[src/rtl/regfile_mp.sv]
// rtl/regfile_mp.sv - multi-read-port register file with optional zero entry and sequenced bulk clear
// Optional same-cycle write-to-read forwarding when REGFILE_BYPASS_EN is defined.
module regfile_mp #(
    parameter int DATA_W   = 32,
    parameter int ADDR_W   = 5,
    parameter int NUM_RD   = 2,
    parameter int ZERO_REG = 1
) (
    input  logic                       clk,
    input  logic                       rst_n,
    input  logic [NUM_RD*ADDR_W-1:0]   ra,
    output logic [NUM_RD*DATA_W-1:0]   rd,
    input  logic                       we,
    input  logic [ADDR_W-1:0]          wa,
    input  logic [DATA_W-1:0]          wd,
    input  logic                       clr_req,
    output logic                       clr_busy,
    output logic                       clr_done
);

    localparam int DEPTH = 1 << ADDR_W;

    typedef enum logic [1:0] {
        S_IDLE,
        S_CLEAR,
        S_DONE
    } state_t;

    state_t              state;
    state_t              state_nxt;
    logic [ADDR_W-1:0]   clr_ptr;
    logic [DATA_W-1:0]   mem [DEPTH];
    logic                wa_is_zero;
    logic                wr_en;
    logic                clr_last;

    assign wa_is_zero = (ZERO_REG != 0) && (wa == '0);
    assign wr_en      = we && (state == S_IDLE) && !wa_is_zero;
    assign clr_last   = (clr_ptr == ADDR_W'(DEPTH - 1));

    always_ff @(posedge clk or negedge rst_n) begin
        if (!rst_n) begin
            state <= S_IDLE;
        end else begin
            state <= state_nxt;
        end
    end

    always_comb begin
        state_nxt = state;
        clr_busy  = 1'b0;
        clr_done  = 1'b0;
        case (state)
            S_IDLE: begin
                if (clr_req) begin
                    state_nxt = S_CLEAR;
                end
            end
            S_CLEAR: begin
                clr_busy = 1'b1;
                if (clr_last) begin
                    state_nxt = S_DONE;
                end
            end
            S_DONE: begin
                clr_done  = 1'b1;
                state_nxt = S_IDLE;
            end
            default: begin
                state_nxt = S_IDLE;
            end
        endcase
    end

    // Pointer parks at zero outside a sweep so every sweep starts from entry 0.
    always_ff @(posedge clk or negedge rst_n) begin
        if (!rst_n) begin
            clr_ptr <= '0;
        end else if (state == S_CLEAR && !clr_last) begin
            clr_ptr <= clr_ptr + 1'b1;
        end else begin
            clr_ptr <= '0;
        end
    end

    always_ff @(posedge clk or negedge rst_n) begin
        if (!rst_n) begin
            for (int i = 0; i < DEPTH; i++) begin
                mem[i] <= '0;
            end
        end else if (state == S_CLEAR) begin
            mem[clr_ptr] <= '0;
        end else if (wr_en) begin
            mem[wa] <= wd;
        end
    end

    for (genvar k = 0; k < NUM_RD; k++) begin : g_rd
        logic [ADDR_W-1:0] addr;
        logic [DATA_W-1:0] data;

        assign addr = ra[k*ADDR_W +: ADDR_W];

        always_comb begin
            data = mem[addr];
            if ((ZERO_REG != 0) && (addr == '0)) begin
                data = '0;
            end
`ifdef REGFILE_BYPASS_EN
            // wr_en already excludes the hardwired zero entry and non-idle states.
            if (wr_en && (wa == addr)) begin
                data = wd;
            end
`endif
        end

        assign rd[k*DATA_W +: DATA_W] = data;
    end

endmodule
[config.mk]
export PLATFORM = sky130hd
export DESIGN_NAME = regfile_mp
export DESIGN_NICKNAME = d
export VERILOG_FILES = /design/src/rtl/regfile_mp.sv
export SDC_FILE = /design/constraint.sdc
export NUM_CORES = 2
export LEC_CHECK = 0
export CAP_MARGIN = 20
export CELL_PAD_IN_SITES_DETAIL_PLACEMENT = 1
export CELL_PAD_IN_SITES_GLOBAL_PLACEMENT = 2
export CORE_MARGIN = 5
export CORE_UTILIZATION = 46
export CTS_CLUSTER_DIAMETER = 80
export DETAILED_ROUTE_END_ITERATION = 16
export GPL_ROUTABILITY_DRIVEN = 1
export PLACE_DENSITY = 0.81
export SYNTH_ARGS = -nofsm -noshare
export SYNTH_HDL_FRONTEND = slang
export SYNTH_SLANG_ARGS = --single-unit
export TNS_END_PERCENT = 1
[constraint.sdc]
create_clock -name clk -period 3.5 [get_ports clk]
set_clock_uncertainty 0.1 [all_clocks]
set_input_delay 0.7 -clock clk [delete_from_list [all_inputs] [get_ports clk]]
set_output_delay 0.7 -clock clk [all_outputs]
set_load 0.02 [all_outputs]
==> impl_results.html <==
<table>
<tr><th>Metric</th><th>Value</th></tr>
<tr><th colspan="2">Status</th></tr>
<tr><td>Status</td><td>finished with violations</td></tr>
<tr><td>Failing checks</td><td>setup timing</td></tr>
<tr><th colspan="2">Placed design</th></tr>
<tr><td>Placer Congestion</td><td>0.937</td></tr>
<tr><td>Count of buffers inserted at the top-level ports</td><td>116</td></tr>
<tr><td>DP HPWL</td><td>149,000 um</td></tr>
<tr><td>Placed inst area</td><td>60,300 um^2</td></tr>
<tr><th colspan="2">Clock tree</th></tr>
<tr><td>CTS sink cnt</td><td>1,031</td></tr>
<tr><td>Longest Clk Path Bufs</td><td>3</td></tr>
<tr><td>Clock network latency to the later pin of the worst-skew pair</td><td>700 ps</td></tr>
<tr><td>CTS buffer count</td><td>113</td></tr>
<tr><td>CTS HTree Levels</td><td>3</td></tr>
<tr><td>CTS tree</td><td>done</td></tr>
<tr><td>Clock input transition at the sequential cells of the worst setup and hold paths</td><td>60 ps</td></tr>
<tr><td>Root buffer selected by CTS</td><td>clkbuf_16</td></tr>
<tr><th colspan="2">Global route</th></tr>
<tr><td>Sum of overflow across all layers after global routing</td><td>0</td></tr>
<tr><td>Via count of the first global-routing pass</td><td>46,372</td></tr>
<tr><td>Maximum number of pins on one net before global-route repair</td><td>98</td></tr>
<tr><td>Overall track demand over capacity in global routing</td><td>0.385</td></tr>
<tr><td>Initial antenna violation count</td><td>11</td></tr>
<tr><td>Global-route wire length before repair</td><td>343,000 um</td></tr>
<tr><th colspan="2">Worst hold path</th></tr>
<tr><td>Min-Delay Endpoint</td><td>mem[1001]</td></tr>
<tr><td>Origin of the worst min-delay path</td><td>mem[1001]</td></tr>
<tr><td>Instance count along the most critical hold path</td><td>1</td></tr>
<tr><td>Type of the most critical hold path</td><td>reg2reg</td></tr>
<tr><th colspan="2">Timing</th></tr>
<tr><td>Final critical-path required period</td><td>3600 ps</td></tr>
<tr><td>Min setup slack post-route</td><td>-103 ps</td></tr>
<tr><td>Max frequency</td><td>0.278 GHz</td></tr>
<tr><td>Number of setup violations in the final report</td><td>27</td></tr>
<tr><td>Final count of pins violating max slew</td><td>0</td></tr>
<tr><td>Transition time at the pin with the least slew margin</td><td>1170 ps</td></tr>
<tr><td>Final period util</td><td>1.03</td></tr>
<tr><td>Relative max-transition margin</td><td>0.218</td></tr>
<tr><td>Setup repair after global routing missed its margin</td><td>yes</td></tr>
<tr><td>Final Hold Fails</td><td>0</td></tr>
<tr><th colspan="2">Logic synthesis</th></tr>
<tr><td>Most instantiated flip-flop cell in the synthesis netlist</td><td>dfrtp_1</td></tr>
<tr><td>Ys async rst share</td><td>1.00</td></tr>
<tr><td>Simple-gate share of the synthesized area</td><td>0.0280</td></tr>
<tr><td>Dominant cell type by area after synthesis</td><td>dfrtp_1</td></tr>
<tr><td>Distinct cell type count after synthesis</td><td>46</td></tr>
<tr><td>Mapped Nets</td><td>3,883</td></tr>
<tr><td>Compound-cell area share of the yosys netlist</td><td>0.217</td></tr>
<tr><td>Count of flip-flops with a built-in enable after synthesis</td><td>0</td></tr>
<tr><td>Mapped cell area</td><td>53,000 um^2</td></tr>
<tr><td>Xor/xnor share of the synthesized area</td><td>0.000331</td></tr>
<tr><td>Share of cell area taken by muxes after synthesis</td><td>0.228</td></tr>
<tr><td>Top-area cell type share of the netlist area</td><td>0.487</td></tr>
<tr><td>Count of mapped cells out of synthesis</td><td>3,827</td></tr>
<tr><td>Combinational family with the most area after synthesis</td><td>multiplexers</td></tr>
<tr><td>Portion of the post-synthesis area used by sequential elements</td><td>0.487</td></tr>
<tr><td>Yosys Warn Count</td><td>0</td></tr>
<tr><td>Synthesized-area fraction occupied by adder cells</td><td>0.00118</td></tr>
<tr><td>Post-synthesis sequential element count</td><td>1,031</td></tr>
<tr><td>Top cells by area, synth</td><td>dfrtp_1 49%, mux4_2 19%, a22o_1 16%, clkbuf_1 2.5%, mux2i_1 2.4%</td></tr>
<tr><td>Post-Syn Area per Cell</td><td>13.8 um^2</td></tr>
<tr><th colspan="2">Drt</th></tr>
<tr><td>Via density</td><td>7.73</td></tr>
<tr><td>Detailed-route wire length per cell</td><td>41.7 um</td></tr>
<tr><td>ANT nets after route</td><td>0</td></tr>
<tr><td>Detailed-router iteration count before antenna repair</td><td>6</td></tr>
<tr><td>Via count</td><td>44,624</td></tr>
<tr><td>Remaining routing DRC violations</td><td>0</td></tr>
<tr><td>Routed Wire Length</td><td>241,000 um</td></tr>
<tr><td>Iteration-0 DRC Markers</td><td>5,909</td></tr>
<tr><th colspan="2">Final layout</th></tr>
<tr><td>Layout cells sized above 1</td><td>0.368</td></tr>
<tr><td>Most frequent standard cell in the layout excluding fill and tap cells</td><td>dfrtp_1</td></tr>
<tr><td>Post-synthesis to final-layout area growth</td><td>24.1%</td></tr>
<tr><td>Total non-filler cell area in the finished layout</td><td>65,700 um^2</td></tr>
<tr><td>Utilization of the core after routing</td><td>0.575</td></tr>
<tr><td>Fin nets</td><td>4,218</td></tr>
<tr><td>Commonest cells after routing, fill and taps aside</td><td>1,031 x dfrtp_1, 992 x a22o_1, 482 x buf_4</td></tr>
<tr><th colspan="2">Setup path</th></tr>
<tr><td>Setup slack on the worst flop-to-flop path</td><td>570 ps</td></tr>
<tr><td>Length in cells of the worst reg-to-reg path</td><td>7</td></tr>
<tr><td>Slowest library cell on the worst path</td><td>a311oi_4</td></tr>
<tr><td>FF-to-FF Start</td><td>state[1]</td></tr>
<tr><td>Critical Path Max Stage Delay</td><td>560 ps</td></tr>
<tr><td>Type of origin of the critical path</td><td>input pin</td></tr>
<tr><td>Chain of cells forming the critical path</td><td>buf_2, buf_8, and2_1, buf_6, buf_4, a22oi_1, a311oi_4, buf_4</td></tr>
<tr><td>Arrival @ worst endpoint</td><td>2800 ps</td></tr>
<tr><td>Data required time at the worst endpoint</td><td>2700 ps</td></tr>
<tr><td>Crit end category</td><td>primary output</td></tr>
<tr><td>Sum of buffers and inverters on the critical path</td><td>5</td></tr>
<tr><td>Maximum fanout encountered on the critical timing path</td><td>13</td></tr>
<tr><td>Worst path most repeated cell</td><td>buf_4</td></tr>
<tr><td>Top Family by Delay on Critical Path</td><td>buffers and inverters</td></tr>
<tr><td>Category of the most critical setup path</td><td>in2out</td></tr>
<tr><td>Endpoint of the worst register-to-register path</td><td>mem[550]</td></tr>
<tr><th colspan="2">Die</th></tr>
<tr><td>Chip width</td><td>349 um</td></tr>
<tr><td>Starting utilization of the core area</td><td>0.463</td></tr>
<tr><td>Std-Cell Rows</td><td>124</td></tr>
<tr><td>Floorplan die area</td><td>122,000 um^2</td></tr>
<tr><td>Area of the core</td><td>114,000 um^2</td></tr>
<tr><td>Die Y-Extent</td><td>349 um</td></tr>
<tr><td>I/O Pins</td><td>117</td></tr>
<tr><th colspan="2">Power and ir drop</th></tr>
<tr><td>Power density over the cells</td><td>478 nW/um^2</td></tr>
<tr><td>Largest voltage drop on the vdd net</td><td>0.400 mV</td></tr>
<tr><td>Leakage power</td><td>0.0291 uW</td></tr>
<tr><th colspan="2">Run</th></tr>
<tr><td>Total of max-cap violations</td><td>0</td></tr>
</table>
-- per-stage QoR --
step | cells | TNS [ps] | hold WS [ps] | power [uW] | setup WS (ps)
after floorplan | 3827 | -201 | 304 | 15200 | -3.41
after global placement | 5516 | -20310 | 385 | 18200 | -612
after detailed placement | 5517 | -21360 | 398 | 18300 | -624
after CTS | 5734 | -3110 | 416 | 31100 | -252
after global routing | 5767 | -1270 | 427 | 32100 | -123
final | 5773 | -1320 | 412 | 31400 | -103
-- Yosys cell counts, types with 5 or more instances --
master / count
buf_2: 80
nand2b_1: 8
mux2i_1: 129
nor2b_1: 71
a22oi_1: 65
a221oi_1: 48
nor4_2: 10
inv_1: 6
a21oi_1: 22
o21ai_0: 112
and2_1: 34
clkbuf_1: 359
and3_1: 5
o2111ai_1: 16
nand2_1: 36
a22o_1: 992
nor3_1: 15
dfrtp_1: 1031
buf_1: 60
nor2_1: 39
a211oi_1: 64
mux2_2: 64
mux4_2: 448
or2_2: 5
a311oi_1: 64
ha_1: 5
a31oi_1: 8
-- power by group --
group | leakage, uW | total, uW | switching (uW) | internal, uW
Sequential | 0.0144 | 12700 | 423 | 12300
Clock | 0.00191 | 12800 | 5370 | 7440
Combinational | 0.0128 | 5850 | 3770 | 2080
Total | 0.0291 | 31400 | 9560 | 21800
-- cells by family (layout without fill, tap and decap cells) --
| family | Yosys count | count (layout) |
|---|---|---|
| xor+xnor | 2 | 2 |
| simple gates | 249 | 249 |
| fa+ha+maj | 5 | 5 |
| other cells | 0 | 6 |
| compound gates | 1391 | 1391 |
| mux | 641 | 641 |
| buf+inv | 508 | 936 |
| flops | 1031 | 1031 |
-- cell type report --
type | instances | area, um^2
antenna | 6 | 15.0
inverter | 6 | 26.3
fill | 10571 | 48600
tap | 1512 | 1890
clock inverter | 55 | 689
sequential | 1031 | 25800
clock buffer | 153 | 3200
timing repair buffer | 722 | 7630
multi-input combinational | 2288 | 26500
-- repair_timing --
action / in CTS / in global routing
pin swaps: 12 / 17
cloned: 1 / 6
setup endpoints to repair: 64 / 57
gates resized for setup: 231 / 150
hold buffers: 1 / 0
endpoints found under the hold margin: 43 / 0
setup buffers: 7 / 27
-- how the worst max path moves through the flow --
stage,start,to,slack [ps],depth (start not counted)
6_report,ra[8],rd[52],-100,8
5_1_grt,ra[5],rd[42],-120,8
4_1_cts,ra[6],rd[42],-250,10
3_5_place_dp,ra[0],rd[27],-620,9
3_3_place_gp,ra[2],rd[14],-610,9
2_1_floorplan,ra[2],rd[11],-3,7
-- per-layer routing --
metal,GRT usage,part of all wire,vias up
li1,-,-,16313
met1,0.516,0.36,23644
met2,0.558,0.43,3735
met3,0.128,0.14,920
met4,0.205,0.065,12
met5,0.00231,0.00072,-
-- sequential cells by signal, summed over array words and instances, names as in the netlist --
name	flops
mem	1024
clr_ptr	5
state	2
Note: power is estimated with default switching activity, not from simulation.
